[src/rtl/mips_cpu_bus_pkg.sv]
// Shared types and constants for the CPU memory-bus arbiter.
package mips_cpu_bus_pkg;

    typedef enum logic [1:0] {
        IDLE = 2'd0,
        BUS  = 2'd1,
        RESP = 2'd2
    } state_t;

    localparam logic       PORT_I  = 1'b0;
    localparam logic       PORT_D  = 1'b1;
    localparam logic [3:0] BE_WORD = 4'hF;

endpackage

[src/rtl/mips_cpu_bus_arbiter_if.sv]
// Avalon-style memory master bus shared by both CPU ports.
interface mips_cpu_bus_arbiter_if #(
    parameter int ADDR_W = 32,
    parameter int DATA_W = 32
);
    logic [ADDR_W-1:0]   address;
    logic                read;
    logic                write;
    logic [DATA_W/8-1:0] byteenable;
    logic [DATA_W-1:0]   writedata;
    logic                waitrequest;
    logic [DATA_W-1:0]   readdata;

    modport master (
        output address, read, write, byteenable, writedata,
        input  waitrequest, readdata
    );

    modport slave (
        input  address, read, write, byteenable, writedata,
        output waitrequest, readdata
    );
endinterface

[src/rtl/mips_cpu_bus_rr_pick.sv]
// Two-way round-robin chooser: on a tie the port not granted last time wins.
module mips_cpu_bus_rr_pick
    import mips_cpu_bus_pkg::*;
(
    input  logic [1:0] req,
    input  logic       last_grant,
    output logic       valid,
    output logic       winner
);
    // NOTE: every output gets a default before any branch so no latch is inferred.
    always_comb begin
        valid  = |req;
        winner = PORT_I;
        if (req == 2'b11)
            winner = ~last_grant;
        else if (req[1])
            winner = PORT_D;
    end
endmodule

[src/rtl/mips_cpu_bus_arbiter.sv]
// Serialises instruction-fetch and load/store requests onto one memory bus,
// one outstanding transaction at a time, with a one-cycle ack per request.
module mips_cpu_bus_arbiter
    import mips_cpu_bus_pkg::*;
#(
    parameter int ADDR_W = 32,
    parameter int DATA_W = 32
) (
    input  logic                clk,
    input  logic                reset,
    input  logic                i_req,
    input  logic [ADDR_W-1:0]   i_addr,
    output logic                i_ack,
    output logic [DATA_W-1:0]   i_rdata,
    input  logic                d_req,
    input  logic                d_we,
    input  logic [ADDR_W-1:0]   d_addr,
    input  logic [DATA_W/8-1:0] d_byteenable,
    input  logic [DATA_W-1:0]   d_wdata,
    output logic                d_ack,
    output logic [DATA_W-1:0]   d_rdata,
    output logic                err,
    mips_cpu_bus_arbiter_if.master bus
);
    state_t              state_q, state_d;
    logic                last_grant_q, err_q, gnt_q, we_q;
    logic                pick_valid, pick_winner;
    logic [ADDR_W-1:0]   win_addr;
    logic [DATA_W/8-1:0] win_be;
    logic [DATA_W-1:0]   win_wdata;
    logic                win_we, win_aligned, accepted;
    logic [DATA_W-1:0]   resp_data;

    mips_cpu_bus_rr_pick u_pick (
        .req        ({d_req, i_req}),
        .last_grant (last_grant_q),
        .valid      (pick_valid),
        .winner     (pick_winner)
    );

    assign accepted = (bus.read | bus.write) & ~bus.waitrequest;

    // Fetch port is a full-word read only.
    always_comb begin
        win_addr  = i_addr;
        win_be    = BE_WORD;
        win_wdata = '0;
        win_we    = 1'b0;
        if (pick_winner == PORT_D) begin
            win_addr  = d_addr;
            win_be    = d_byteenable;
            win_wdata = d_wdata;
            win_we    = d_we;
        end
        win_aligned = (win_addr[1:0] == 2'b00);
    end

    always_comb begin
        state_d = state_q;
        case (state_q)
            IDLE:    if (pick_valid) state_d = win_aligned ? BUS : RESP;
            BUS:     if (accepted) state_d = RESP;
            RESP:    state_d = IDLE;
            default: state_d = IDLE;
        endcase
    end

    // NOTE: sequential state uses non-blocking assignments only, so every
    // register samples the pre-edge values regardless of statement order.
    always_ff @(posedge clk) begin
        if (reset) state_q <= IDLE;
        else       state_q <= state_d;
    end

    always_ff @(posedge clk) begin
        if (reset) begin
            last_grant_q   <= PORT_D;
            err_q          <= 1'b0;
            gnt_q          <= PORT_I;
            we_q           <= 1'b0;
            bus.address    <= '0;
            bus.read       <= 1'b0;
            bus.write      <= 1'b0;
            bus.byteenable <= '0;
            bus.writedata  <= '0;
        end else begin
            case (state_q)
                IDLE: if (pick_valid) begin
                    gnt_q <= pick_winner;
                    we_q  <= win_we;
                    // A misaligned winner never touches the bus; it is answered with err.
                    if (win_aligned) begin
                        bus.address    <= win_addr;
                        bus.byteenable <= win_be;
                        bus.writedata  <= win_wdata;
                        bus.read       <= ~win_we;
                        bus.write      <= win_we;
                    end else begin
                        err_q <= 1'b1;
                    end
                end
                BUS: if (accepted) begin
                    bus.read  <= 1'b0;
                    bus.write <= 1'b0;
                end
                RESP: begin
                    last_grant_q <= gnt_q;
                    err_q        <= 1'b0;
                end
                default: ;
            endcase
        end
    end

    always_comb begin
        resp_data = (we_q || err_q) ? '0 : bus.readdata;
        i_ack     = 1'b0;
        d_ack     = 1'b0;
        i_rdata   = '0;
        d_rdata   = '0;
        err       = 1'b0;
        if (state_q == RESP) begin
            err = err_q;
            if (gnt_q == PORT_D) begin
                d_ack   = 1'b1;
                d_rdata = resp_data;
            end else begin
                i_ack   = 1'b1;
                i_rdata = resp_data;
            end
        end
    end
endmodule

[src/flat_wrapper.sv]
// flat-port wrapper written by rule: the top's interface ports become plain ports
module mips_cpu_bus_arbiter_flat import mips_cpu_bus_pkg::*;
#(
    parameter int ADDR_W = 32,
    parameter int DATA_W = 32
)
  (clk, reset, i_req, i_addr, i_ack, i_rdata, d_req, d_we, d_addr, d_byteenable, d_wdata, d_ack, d_rdata, err, bus_address, bus_read, bus_write, bus_byteenable, bus_writedata, bus_waitrequest, bus_readdata);
  mips_cpu_bus_arbiter_if #(.ADDR_W(ADDR_W), .DATA_W(DATA_W)) bus_i ();
  input  logic clk;
  input  logic reset;
  input  logic i_req;
  input  logic [ADDR_W-1:0] i_addr;
  output logic i_ack;
  output logic [DATA_W-1:0] i_rdata;
  input  logic d_req;
  input  logic d_we;
  input  logic [ADDR_W-1:0] d_addr;
  input  logic [DATA_W/8-1:0] d_byteenable;
  input  logic [DATA_W-1:0] d_wdata;
  output logic d_ack;
  output logic [DATA_W-1:0] d_rdata;
  output logic err;
  output wire logic [$bits(bus_i.address)-1:0] bus_address;
  output wire logic [$bits(bus_i.read)-1:0] bus_read;
  output wire logic [$bits(bus_i.write)-1:0] bus_write;
  output wire logic [$bits(bus_i.byteenable)-1:0] bus_byteenable;
  output wire logic [$bits(bus_i.writedata)-1:0] bus_writedata;
  input wire logic [$bits(bus_i.waitrequest)-1:0] bus_waitrequest;
  input wire logic [$bits(bus_i.readdata)-1:0] bus_readdata;
  assign bus_address = bus_i.address;
  assign bus_read = bus_i.read;
  assign bus_write = bus_i.write;
  assign bus_byteenable = bus_i.byteenable;
  assign bus_writedata = bus_i.writedata;
  assign bus_i.waitrequest = bus_waitrequest;
  assign bus_i.readdata = bus_readdata;
  mips_cpu_bus_arbiter #(.ADDR_W(ADDR_W), .DATA_W(DATA_W)) u_core (.clk(clk), .reset(reset), .i_req(i_req), .i_addr(i_addr), .i_ack(i_ack), .i_rdata(i_rdata), .d_req(d_req), .d_we(d_we), .d_addr(d_addr), .d_byteenable(d_byteenable), .d_wdata(d_wdata), .d_ack(d_ack), .d_rdata(d_rdata), .err(err), .bus(bus_i));
endmodule
[config.mk]
export PLATFORM = sky130hd
export DESIGN_NAME = mips_cpu_bus_arbiter_flat
export DESIGN_NICKNAME = d
export VERILOG_FILES = /design/src/rtl/mips_cpu_bus_pkg.sv /design/src/rtl/mips_cpu_bus_arbiter_if.sv /design/src/rtl/mips_cpu_bus_rr_pick.sv /design/src/rtl/mips_cpu_bus_arbiter.sv /design/src/flat_wrapper.sv
export SDC_FILE = /design/constraint.sdc
export NUM_CORES = 1
export LEC_CHECK = 0
export CAP_MARGIN = 10
export CORE_AREA = 2 2 107 109
export CTS_BUF_LIST = sky130_fd_sc_hd__clkbuf_8
export DETAILED_ROUTE_END_ITERATION = 10
export DIE_AREA = 0 0 109 111
export HOLD_SLACK_MARGIN = 0.05
export MAX_ROUTING_LAYER = met4
export PLACE_DENSITY = 0.77
export SETUP_SLACK_MARGIN = 0.2
export SKIP_CTS_REPAIR_TIMING = 1
export SYNTH_ARGS = -nofsm -noshare
export SYNTH_HDL_FRONTEND = slang
export SYNTH_SLANG_ARGS = --single-unit
export TNS_END_PERCENT = 1
[constraint.sdc]
create_clock -name clk -period 3.6 [get_ports clk]
set_input_delay 0.72 -clock clk [delete_from_list [all_inputs] [get_ports clk]]
set_output_delay 0.72 -clock clk [all_outputs]
set_load 0.03 [all_outputs]
# After elaboration in Yosys (flattened, before gate mapping)
# Index checks and enable logic that the tools add are counted.
[word_totals] ff_bits=76 out_inout_bits=137 wordCells=63
[classes] n_eq_ne=7 n_mux=30 n_bitwise=5 reduce_logical=11
[ops] operator="$mux 32" n=7
[ops] operator="$mux 1" n=15
[ops] operator="$mux 2" n=3
[ops] operator="$ne 2x1->1 const B" n=3
[ops] operator="$pmux 1 s2" n=3
[ops] operator="$reduce_and 3->1" n=2
[ops] operator="$eq 2x2->1 const B" n=2
[ops] operator="$logic_not 2->1" n=2
[ops] operator="$mux 4" n=1
[ops] operator="$pmux 2 s2" n=1
[ops] operator="$reduce_and 2->1" n=2
[ops] operator="$reduce_and 4->1" n=1
[ops] operator="$reduce_bool 2->1" n=2
[ops] operator="$not 1->1" n=3
[ops] operator="$eq 2x1->1 const B" n=1
[ops] operator="$ne 2x2->1 const B" n=1
[ops] operator="$reduce_or 2->1" n=1
[ops] operator="$and 1x1->1" n=1
[ops] operator="$logic_or 1x1->1" n=1
[ops] operator="$or 1x1->1" n=1

# Longest topological paths before layout
# Gate-level depths: netlist of run 1.
[logic_depth] depth_word=7 mapped_depth=7

# Hierarchy
# From an unflattened synthesis of run 1, not the netlist that was laid out.
[unflattened] cells_unflattened=446 hier_area_um2=3872.5
[by_module_without_submodules] module="mips_cpu_bus_arbiter" n_inst=1 cells_each=444 area_each_um2=3858.7 seq_area_each_um2=1521.5
[by_module_without_submodules] module="mips_cpu_bus_rr_pick" n_inst=1 cells_each=2 area_each_um2=13.8 seq_area_each_um2=0.0

# Worst setup path before layout of run 1
# OpenSTA, ideal clock, no wires.
[synth_timing] path_type="reg2out" from="register u_core.state_q[0]" to="output port i_rdata[22]" arrival_time_ps=1680 t_required_ps=2880 slack_ps=1200 path_stages_with_launch=6 n_path_buf=2 path_cell_list="dfxtp_1 clkbuf_1 nand2b_1 nor2_1 clkbuf_1 and3_1"
[synth_between] elab_chain_len=2
[synth_lines] item="start: declaration" line="mips_cpu_bus_arbiter.sv:25" source="state_t state_q, state_d;"
[synth_lines] item="start signal: assignment" line="mips_cpu_bus_arbiter.sv:72" source="else state_q <= state_d;"
[synth_lines] item="$eq 2x2->1" line="mips_cpu_bus_arbiter.sv:122" source="if (state_q == RESP) begin"
[synth_lines] item="$mux 32" line="mips_cpu_bus_arbiter.sv:122"
[synth_lines] item="end: declaration" line="flat_wrapper.sv:14" source="output logic [DATA_W-1:0] i_rdata;"
# Every way passes these cells.

# Worst setup path after layout of run 1
[layout_timing] from="register u_core.state_q[1]" to="output port d_rdata[14]"
[layout_between] elab_chain_len=2
[layout_lines] item="$eq 2x2->1" line="mips_cpu_bus_arbiter.sv:122"
[layout_lines] item="$mux 32" line="mips_cpu_bus_arbiter.sv:122"
[layout_lines] item="end: declaration" line="flat_wrapper.sv:21" source="output logic [DATA_W-1:0] d_rdata;"
# Every way passes these cells.

==> impl_metrics.env, run 1 <==
export IMPL_path_clk_slew_ns=0.08
export IMPL_syn_inst=398
export IMPL_grt_busiest_layer="met2"
export IMPL_synth_net_count=536
export IMPL_finalPower_uw=2390
export IMPL_final_antenna_net_count=0
export IMPL_switching_power_uw=760
export IMPL_required_ns=2.88
export IMPL_period_share_pct=86.9
export IMPL_final_setup_viol_count=0
export IMPL_status="finished, final reports clean"
export IMPL_diodes=0
export IMPL_synth_compound_area_share_pct=27.9
export IMPL_grtUsageMet1_pct=27.2
export IMPL_clockBufferDepth=2
export IMPL_p_int_uw=1630
export IMPL_layout_drive_gt1_share_pct=5.67
export IMPL_cp_max_fo=22
export IMPL_synth_distinct_cells=39
export IMPL_hold_viol=0
export IMPL_clock_power_share_pct=30.3
export IMPL_comb_power_share_pct=31.1
export IMPL_dr_pass1_iters=5
export IMPL_startpoint_type="flop"
export IMPL_wl_um=13400
export IMPL_dieArea_sq_mm=0.0121
export IMPL_holdWs_ns=0.473
export IMPL_p_leak_uw=0.00257
export IMPL_yosysTopAreaCellShare_pct=42.2
export IMPL_cp_end_kind="primary output"
export IMPL_yosys_top_cells_area="dfxtp_1 (42%), and3_1 (11%), a22o_1 (7.8%)"
export IMPL_nNetsFinal=785
export IMPL_synth_seq_cells=76
export IMPL_peakVddDrop_uv=251
export IMPL_seq_area_sq_mm=0.00152
export IMPL_initial_core_util_pct=32.6
export IMPL_clkSinkCount=76
export IMPL_layout_setup_ws_ns=0.470
export IMPL_fin_crit_ns=3.13
export IMPL_detailed_place_area_sq_mm=0.00638
export IMPL_synth_top_family_by_area="compound AO/OA/AOI/OAI gates"
export IMPL_cts_tree="built"
export IMPL_ys_seq_area_share_pct=42.2
export IMPL_synth_area_leader_cell="dfxtp_1"
export IMPL_gp_congestion=0.858
export IMPL_fillCellCount=971
export IMPL_dp_hpwl_um=10200
export IMPL_antenna_found_initial=0
export IMPL_via_per_inst=5.16
export IMPL_worst_r2r_path_depth=4
export IMPL_post_synth_cell_area_avg_sq_um=9.06
export IMPL_relSlewSlack_pct=42.8
export IMPL_numCtsBuffers=9
export IMPL_gr_total_overflow=0
export IMPL_synth_area_sq_mm=0.00361
export IMPL_slew_violations=0
export IMPL_dp_slack_ns=0.754
export IMPL_seqPwrFrac_pct=38.6
export IMPL_rows=39
export IMPL_die_w_um=109
export IMPL_grt_pass1_vias=3893
export IMPL_path_class="flop to primary output"
export IMPL_io_buffers=274
export IMPL_core_sq_mm=0.0111
export IMPL_cts_root_buf="clkbuf_8"
export IMPL_grt_use_met2_pct=34.5
export IMPL_synth_adder_area_share_pct=0
export IMPL_swShare_pct=31.8
export IMPL_met3_usage_pct=5.82
export IMPL_clock_skew_ns=0.00874
export IMPL_yosysWarnings=0
export IMPL_synth_simple_area_share_pct=22.7
export IMPL_multi_input_area_sq_mm=0.00185
export IMPL_io_pins=275
export IMPL_max_freq_mhz=320
export IMPL_drt_iter0_drc=295
export IMPL_hold_depth=1
export IMPL_track_usage_pct=21.7
export IMPL_fin_area_sq_mm=0.00660
export IMPL_area_growth_pct=83.0
export IMPL_min_path_type="flop to flop"
export IMPL_wl_per_cell_um=16.8
export IMPL_grt_pass1_wl_um=20400
export IMPL_clk_latency_ns=0.34
export IMPL_critical_path_max_stage_delay_ns=0.69
export IMPL_worst_pin_slew_ns=0.859
export IMPL_p_per_area_mw_per_mm2=362
export IMPL_drcViolationCount=0
export IMPL_grt_max_degree=65
export IMPL_fin_setup_tns_ns=0
export IMPL_rsz0062_at_grt="no"
export IMPL_synthXorXnorAreaFrac_pct=0
export IMPL_crit_slowest_cell="clkdlybuf4s50_1"
export IMPL_cp_cell_sequence="nor2b_1 -> and2_0 -> buf_4 -> and3_1 -> clkdlybuf4s50_1"
export IMPL_critPathArrivalTime_ns=2.41
export IMPL_synth_mux_area_fraction_pct=0.382
export IMPL_maxCapViolations=0
export IMPL_vias=4099
export IMPL_dieHeight_um=111
export IMPL_h_tree_depth=3
critical path, delay by kind of cell (launching register included):
kind / cells / cell delay [ns]
buffers and inverters: 2 / 0.93
and+or+nand+nor: 3 / 0.63
DFF: 1 / 0.51
cell type report:
| cell class | count | share of cell area, % |
|---|---|---|
| Clock inverter | 7 | 1.52 |
| Inverter | 1 | 0.0569 |
| Sequential cell | 76 | 23.0 |
| Timing Repair Buffer | 285 | 42.7 |
| Clock buffer | 9 | 1.88 |
| Tap cell | 143 | 2.71 |
| Multi-Input combinational cell | 274 | 28.1 |
cells in the final DEF, fill, tap and decap left out, types with 2 or more instances in the layout:
cell,Yosys,final
nor2b_1,3,3
and3_1,64,64
nor3_1,6,6
bufinv_16,0,2
buf_4,1,11
dfxtp_1,76,76
or3_1,30,30
o31ai_1,30,30
o21ai_0,2,2
nand3_1,4,4
nand2_1,4,4
clkbuf_8,0,9
a211oi_1,30,30
a22o_1,32,32
a21oi_1,37,37
clkdlybuf4s50_1,0,273
and2_1,3,3
nor2_1,11,10
clkinv_4,0,3
Yosys cell counts:
cell	number
nor2b_1	3
a21oi_1	37
nor2_1	11
buf_4	1
or2_4	1
nand4_1	1
or3_1	30
nor3_1	6
clkbuf_1	32
a22oi_1	1
or2_1	1
buf_8	3
o211a_1	1
dfxtp_1	76
mux2i_2	1
o2bb2ai_1	1
and2_0	1
o31ai_1	30
nand3_1	4
nand2_1	4
a211oi_1	30
a21oi_2	1
nand2b_1	1
a21bo_4	1
or4_4	1
buf_6	3
a22o_1	32
and4b_1	1
a21boi_2	1
a32o_1	1
o21bai_1	1
inv_1	1
buf_2	7
o21ai_0	2
nor2_8	1
and2_1	3
nor3_2	1
buf_1	1
and3_1	64
metal layers:
metal	share of wire [%]	vias to the layer above
li1	-	2011
met1	43	1912
met2	46	166
met3	9.4	10
met4	1.0	0
met5	0	-
sequential cells by signal, summed over array words and instances (netlist names):
signal and count:
u_core.last_grant_q 1, u_core.bus.writedata 32, u_core.bus.write 1, u_core.bus.byteenable 4
u_core.gnt_q 1, u_core.state_q 2, u_core.we_q 1, u_core.bus.read 1
u_core.err_q 1, u_core.bus.address 32
power by group through the flow:
stage                     sequential (uW)  combinational (uW)  clock (uW)
after floorplan                      1020                 304           0
after global placement                941                 727           0
after detailed placement              942                 741           0
after CTS                             924                 743         747
after global routing                  931                 789         777
final                                 924                 743         725
cell families after synthesis:
kind of cell / Yosys count
AND/OR/NAND/NOR: 134
buffers and inverters: 48
flip-flops: 76
multiplexers: 1
AO/OA/AOI/OAI: 139
final timing paths:
check	start	to	slack [ns]
worst max-delay path	u_core.state_q[1]	d_rdata[14]	0.47
worst max register to register	u_core.state_q[1]	u_core.bus.address[18]	1.68
worst min-delay path	u_core.bus.address[1]	u_core.bus.address[1]	0.47
worst min register to register	u_core.bus.address[1]	u_core.bus.address[1]	0.47
through the flow:
step                      instances  util [%]
final                           795      59.6
after detailed placement        779      57.6
after floorplan                 398         -
after global routing            795      59.6
after global placement          779      57.6
after CTS                       795      59.6
Power figures use the tool's default switching activity.
==> inputs of run 2 (changes only) <==
--- a/config.mk
+++ b/config.mk
@@ -6,16 +6,17 @@
 export NUM_CORES = 1
 export LEC_CHECK = 0
 export CAP_MARGIN = 10
-export CORE_AREA = 2 2 107 109
+export CORE_AREA = 2 2 106 108
 export CTS_BUF_LIST = sky130_fd_sc_hd__clkbuf_8
 export DETAILED_ROUTE_END_ITERATION = 10
-export DIE_AREA = 0 0 109 111
+export DIE_AREA = 0 0 108 110
 export HOLD_SLACK_MARGIN = 0.05
 export MAX_ROUTING_LAYER = met4
-export PLACE_DENSITY = 0.77
+export PLACE_DENSITY = 0.81
 export SETUP_SLACK_MARGIN = 0.2
 export SKIP_CTS_REPAIR_TIMING = 1
 export SYNTH_ARGS = -nofsm -noshare
 export SYNTH_HDL_FRONTEND = slang
+export SYNTH_HIERARCHICAL = 1
 export SYNTH_SLANG_ARGS = --single-unit
 export TNS_END_PERCENT = 1
==> impl_metrics.env, run 2 <==
export IMPL_fin_crit_ns=3.03
export IMPL_layout_setup_ws_ns=0.573
export IMPL_fillCellCount=899
export IMPL_initial_core_util_pct=36.2
export IMPL_cts_root_buf="clkbuf_8"
export IMPL_drcViolationCount=0
export IMPL_grt_pass1_wl_um=21800
export IMPL_slew_violations=0
export IMPL_async_reset_ff_share_pct=0
export IMPL_area_growth_pct=77.2
export IMPL_yosysWarnings=6
export IMPL_yosysTopAreaCellShare_pct=39.3
export IMPL_rows=38
export IMPL_yosys_top_cells_area="dfxtp_1 (39%), and3_1 (10%), mux2i_1 (7.8%)"
export IMPL_numCtsBuffers=9
export IMPL_synth_most_common_cell="dfxtp_1"
export IMPL_required_ns=2.88
export IMPL_status="finished, final reports clean"
export IMPL_cts_tree="built"
export IMPL_max_freq_mhz=330
export IMPL_dr_pass1_iters=4
export IMPL_track_usage_pct=23.8
export IMPL_dp_hpwl_um=10700
export IMPL_cp_end_kind="primary output"
export IMPL_layout_commonest_cell="clkdlybuf4s50_1"
export IMPL_critPathArrivalTime_ns=2.31
export IMPL_synth_common_cells="dfxtp_1 (76), and3_1 (64), clkbuf_1 (41), a21oi_1 (36), a31oi_1 (34)"
export IMPL_core_sq_mm=0.0107
export IMPL_drt_iter0_drc=279
export IMPL_layout_drive_gt1_share_pct=5.81
export IMPL_maxCapViolations=0
export IMPL_cp_cell_sequence="nor2b_1 -> and2_0 -> buf_4 -> and3_1 -> clkdlybuf4s50_1"
export IMPL_clk_latency_ns=0.35
export IMPL_hold_viol=0
export IMPL_peakVddDrop_uv=266
export IMPL_antenna_found_initial=0
export IMPL_rsz0062_at_grt="no"
export IMPL_ys_flop_type="dfxtp_1"
export IMPL_synth_area_leader_cell="dfxtp_1"
export IMPL_relSlewSlack_pct=45.2
export IMPL_grt_pass1_vias=4329
export IMPL_final_setup_viol_count=0
export IMPL_ys_seq_area_share_pct=39.3
export IMPL_min_path_type="flop to flop"
export IMPL_utilization_pct=64.2
export IMPL_min_from="u_core/bus.writedata[19]"
export IMPL_cp_max_fo=34
export IMPL_diodes=0
export IMPL_critical_path_max_stage_delay_ns=0.71
export IMPL_syn_inst=446
export IMPL_path_clk_slew_ns=0.08
export IMPL_wl_um=14700
export IMPL_p_per_area_mw_per_mm2=361
export IMPL_biggestRegsByFlops="u_core/bus.address x32, u_core/bus.writedata x32, u_core/bus.byteenable x4"
export IMPL_io_buffers=274
export IMPL_worst_r2r_path_depth=5
export IMPL_clockBufferDepth=2
export IMPL_path_class="flop to primary output"
export IMPL_synth_area_sq_mm=0.00387
export IMPL_final_cell_mix="clkdlybuf4s50_1 (273), dfxtp_1 (76), and3_1 (64), a21oi_1 (36), a31oi_1 (34)"
export IMPL_synth_seq_cells=76
export IMPL_vias=4593
export IMPL_wl_per_cell_um=17.7
export IMPL_die_w_um=108
export IMPL_grt_max_degree=65
export IMPL_r2r_setup_slack_ns=1.38
export IMPL_period_share_pct=84.1
export IMPL_via_per_inst=5.54
export IMPL_h_tree_depth=3
export IMPL_gr_total_overflow=0
export IMPL_startpoint_type="flop"
export IMPL_r2r_end="u_core/bus.byteenable[0]"
export IMPL_hold_depth=2
export IMPL_holdWs_ns=0.471
export IMPL_synth_enable_flop_cells=0
export IMPL_worst_pin_slew_ns=0.822
export IMPL_gp_congestion=0.774
export IMPL_final_antenna_net_count=0
export IMPL_dieHeight_um=110
export IMPL_nNetsFinal=822
export IMPL_fin_setup_tns_ns=0
export IMPL_clkSinkCount=76
export IMPL_synth_net_count=584
export IMPL_dieArea_sq_mm=0.0119
export IMPL_p_leak_uw=0.00261
export IMPL_hold_end="u_core/bus.writedata[19]"
export IMPL_post_synth_cell_area_avg_sq_um=8.68
export IMPL_crit_slowest_cell="clkdlybuf4s50_1"
export IMPL_dp_slack_ns=0.474
export IMPL_synth_distinct_cells=35
export IMPL_io_pins=275
export IMPL_clock_skew_ns=0.0158
export IMPL_reg2reg_from="u_core/last_grant_q"
run 2: changes by cell type in the layout (fill, tap and decap cells not counted), sizes merged, moves of 3 or more:
cell / before / now
a22o: 32 / 0
a311oi: 0 / 4
a31oi: 0 / 34
buf: 12 / 16
clkinv: 4 / 1
inv: 2 / 9
mux2i: 1 / 30
nand4: 1 / 33
nor2: 12 / 7
nor3: 7 / 1
nor3b: 0 / 3
o21a: 0 / 3
o31ai: 30 / 33
or3: 30 / 0
run 2: final cells by class:
| class | instances | area [sq um] | area share (%) |
|---|---|---|---|
| timing repair buffer | 289 | 2860 | 41.6 |
| tap | 140 | 175 | 2.55 |
| multi-input combinational | 303 | 2090 | 30.4 |
| sequential | 76 | 1520 | 22.2 |
| inverter | 5 | 18.8 | 0.273 |
| clock inverter | 7 | 80.1 | 1.17 |
| clock buffer | 9 | 124 | 1.80 |
run 2: logic make-up (layout without fill, tap and decap cells):
| family | count (synthesis) | count (layout) | share of synthesized area [%] |
|---|---|---|---|
| AO/OA/AOI/OAI | 150 | 150 | 25.9 |
| multiplexers | 30 | 30 | 7.75 |
| flip-flops | 76 | 76 | 39.3 |
| AND/OR/NAND/NOR | 123 | 123 | 19.5 |
| buffers and inverters | 67 | 310 | 7.50 |
run 2: how the worst max path moves through the flow:
stage	from	end	slack, ns	depth (start not counted)
floorplan	u_core/state_q[1]	d_rdata[22]	1.19	5
global placement	d_req	u_core/bus.byteenable[1]	0.55	6
detailed placement	d_req	u_core/bus.byteenable[0]	0.47	6
CTS	u_core/state_q[1]	d_rdata[31]	0.56	5
global route	u_core/state_q[1]	d_rdata[31]	0.40	5
finish	u_core/state_q[1]	d_rdata[31]	0.57	5
run 2: report_power, final:
group          internal, uW  leakage [uW]  total (uW)  switching, uW
combinational           381       0.00189         865            483
sequential              900      0.000620         938           37.6
clock                   331      0.000103         676            344
run 2: layer usage:
metal / share of wire, % / global-route usage, % / up-vias / wire [um]
li1: - / - / 2201 / -
met1: 38 / 27.6 / 2134 / 5620
met2: 51 / 41.6 / 236 / 7530
met3: 8.6 / 5.47 / 22 / 1260
met4: 1.8 / 6.68 / 0 / 259
met5: 0 / - / - / 0
run 2: metrics by stage:
stage	area [sq um]	std cells	total power, uW
2_1_floorplan	3870	446	1430
3_3_place_gp	6640	812	1790
3_5_place_dp	6640	812	1810
4_1_cts	6850	828	2490
5_1_grt	6860	829	2600
6_report	6860	829	2480
run 2: worst max-delay path, delay by kind of cell (launching register included):
| family | cells | cell delay [ns] |
|---|---|---|
| AND/OR/NAND/NOR | 3 | 0.55 |
| buffers and inverters | 2 | 0.99 |
| flip-flops | 1 | 0.42 |
==> inputs of run 3 (changes only) <==
--- a/config.mk
+++ b/config.mk
@@ -6,10 +6,9 @@
 export NUM_CORES = 1
 export LEC_CHECK = 0
 export CAP_MARGIN = 10
-export CORE_AREA = 2 2 106 108
+export CORE_UTILIZATION = 36
 export CTS_BUF_LIST = sky130_fd_sc_hd__clkbuf_8
 export DETAILED_ROUTE_END_ITERATION = 10
-export DIE_AREA = 0 0 108 110
 export HOLD_SLACK_MARGIN = 0.05
 export MAX_ROUTING_LAYER = met4
 export PLACE_DENSITY = 0.81
==> constraint.sdc (replaced) <==
create_clock -name clk -period 3.01 [get_ports clk]
set_input_delay 0.602 -clock clk [delete_from_list [all_inputs] [get_ports clk]]
set_output_delay 0.602 -clock clk [all_outputs]
set_load 0.03 [all_outputs]
==> impl_metrics.env, run 3 (same netlist as run 2, synthesis figures left out) <==
export IMPL_via_per_inst=5.49
export IMPL_hold_viol=0
export IMPL_track_usage_pct=26.1
export IMPL_critical_path_max_stage_delay_ns=0.72
export IMPL_p_per_area_mw_per_mm2=432
export IMPL_antenna_found_initial=0
export IMPL_worst_path_buf_inv=2
export IMPL_dp_hpwl_um=10300
export IMPL_cp_end_kind="primary output"
export IMPL_p_leak_uw=0.00373
export IMPL_seq_area_sq_mm=0.00152
export IMPL_die_w_um=106
export IMPL_layout_drive_gt1_share_pct=6.39
export IMPL_slew_violations=0
export IMPL_critPathArrivalTime_ns=1.96
export IMPL_rsz0062_at_grt="no"
export IMPL_r2r_end="u_core/bus.writedata[4]"
export IMPL_clock_skew_ns=0.0170
export IMPL_initial_core_util_pct=37.3
export IMPL_worst_pin_slew_ns=0.821
export IMPL_grt_pass1_vias=4540
export IMPL_io_pins=275
export IMPL_numCtsBuffers=9
export IMPL_multi_input_area_sq_mm=0.00209
export IMPL_wl_per_cell_um=18.3
export IMPL_clockBufferDepth=2
export IMPL_r2r_setup_slack_ns=1.20
export IMPL_dr_pass1_iters=4
export IMPL_detailed_place_area_sq_mm=0.00666
export IMPL_hold_end="u_core/bus.writedata[29]"
export IMPL_cts_tree="built"
export IMPL_final_cell_mix="clkdlybuf4s50_1 (208), dfxtp_1 (76), and3_1 (64), dlymetal6s2s_1 (60), a21oi_1 (36)"
export IMPL_grt_pass1_wl_um=22900
export IMPL_cp_num_cells=4
export IMPL_cts_root_buf="clkbuf_8"
export IMPL_core_sq_mm=0.0104
export IMPL_required_ns=2.41
export IMPL_cp_cell_sequence="nand2b_1 -> nor2_1 -> buf_4 -> clkdlybuf4s50_1"
export IMPL_dp_slack_ns=0.420
export IMPL_reg2reg_from="u_core/last_grant_q"
export IMPL_vias=4530
export IMPL_h_tree_depth=3
export IMPL_cp_max_fo=33
export IMPL_max_freq_mhz=390
export IMPL_hold_depth=2
export IMPL_layout_setup_ws_ns=0.444
export IMPL_grt_max_degree=72
export IMPL_dieHeight_um=106
export IMPL_worst_path_dominant_cell_family="buffers and inverters"
export IMPL_layout_commonest_cell="clkdlybuf4s50_1"
export IMPL_peakVddDrop_uv=425
export IMPL_wl_um=15100
export IMPL_biggestRegsByFlops="u_core/bus.address x32, u_core/bus.writedata x32, u_core/bus.byteenable x4"
export IMPL_final_antenna_net_count=0
export IMPL_startpoint_type="flop"
export IMPL_dieArea_sq_mm=0.0112
export IMPL_rows=37
export IMPL_final_setup_viol_count=0
export IMPL_path_class="flop to primary output"
export IMPL_path_clk_slew_ns=0.07
export IMPL_min_path_type="flop to flop"
export IMPL_io_buffers=274
export IMPL_diodes=0
export IMPL_gr_total_overflow=0
export IMPL_status="finished, final reports clean"
export IMPL_period_share_pct=85.3
export IMPL_fin_area_sq_mm=0.00703
export IMPL_relSlewSlack_pct=45.3
export IMPL_gp_congestion=0.759
export IMPL_area_growth_pct=81.6
export IMPL_worst_r2r_path_depth=5
export IMPL_clkSinkCount=76
export IMPL_drcViolationCount=0
export IMPL_fillCellCount=828
export IMPL_nNetsFinal=822
export IMPL_clk_latency_ns=0.35
export IMPL_maxCapViolations=0
export IMPL_fin_crit_ns=2.57
export IMPL_crit_slowest_cell="clkdlybuf4s50_1"
export IMPL_min_from="u_core/bus.writedata[29]"
export IMPL_fin_setup_tns_ns=0
export IMPL_drt_iter0_drc=252
## run 3: changes by cell type in the layout (fill, tap and decap cells not counted), sizes merged
| cell | before | now |
|---|---|---|
| clkinv | 1 | 0 |
| clkinvlp | 1 | 2 |
| buf | 16 | 21 |
| clkbuf | 9 | 10 |
| inv | 9 | 7 |
| bufinv | 1 | 2 |
| clkdlybuf4s50 | 273 | 208 |
| dlymetal6s2s | 0 | 60 |
## run 3: final cells by class
class / instances / area share [%]
Timing Repair Buffer: 289 / 42.8
Multi-Input combinational cell: 303 / 29.7
Sequential cell: 76 / 21.6
Tap cell: 136 / 2.42
Clock buffer: 10 / 1.96
Clock inverter: 6 / 1.25
Inverter: 5 / 0.267
## run 3: where the power goes
part | internal, uW | switching (uW) | leakage [uW]
registers | 1080 | 44.1 | 0.000620
logic | 457 | 590 | 0.00300
clock network | 490 | 381 | 0.000110
total | 2020 | 1010 | 0.00373
## run 3: layer usage
metal	routed length (um)	vias up	part of all wire [%]	global-route usage [%]
met3	1180	18	7.8	7.42
met5	0	-	0	-
met1	5850	2122	39	28.9
li1	-	2188	-	-
met4	229	0	1.5	6.75
met2	7830	202	52	46.0
## run 3: worst min-delay path: cells and delay by family (launching register included)
kind,cells,cell delay [ns]
AOI/OAI and AO/OA,2,0.12
DFF,1,0.31
## run 3: worst max-delay path by stage
stage	start	to	slack, ns
2_1_floorplan	u_core/state_q[1]	d_rdata[22]	0.72
4_1_cts	u_core/state_q[1]	d_rdata[7]	0.08
3_5_place_dp	d_req	u_core/bus.writedata[24]	0.42
6_report	u_core/state_q[0]	i_ack	0.44
5_1_grt	u_core/state_q[0]	i_ack	0.31
3_3_place_gp	d_req	u_core/bus.address[6]	0.47
## run 3: stage by stage
step | std cells | hold slack (ns) | power (uW) | util [%]
2_1_floorplan | 446 | 0.436 | 1710 | -
3_3_place_gp | 809 | 0.453 | 2160 | 64.2
3_5_place_dp | 809 | 0.459 | 2180 | 64.2
4_1_cts | 825 | 0.469 | 3060 | 66.4
5_1_grt | 825 | 0.488 | 3170 | 67.8
6_report | 825 | 0.470 | 3040 | 67.8
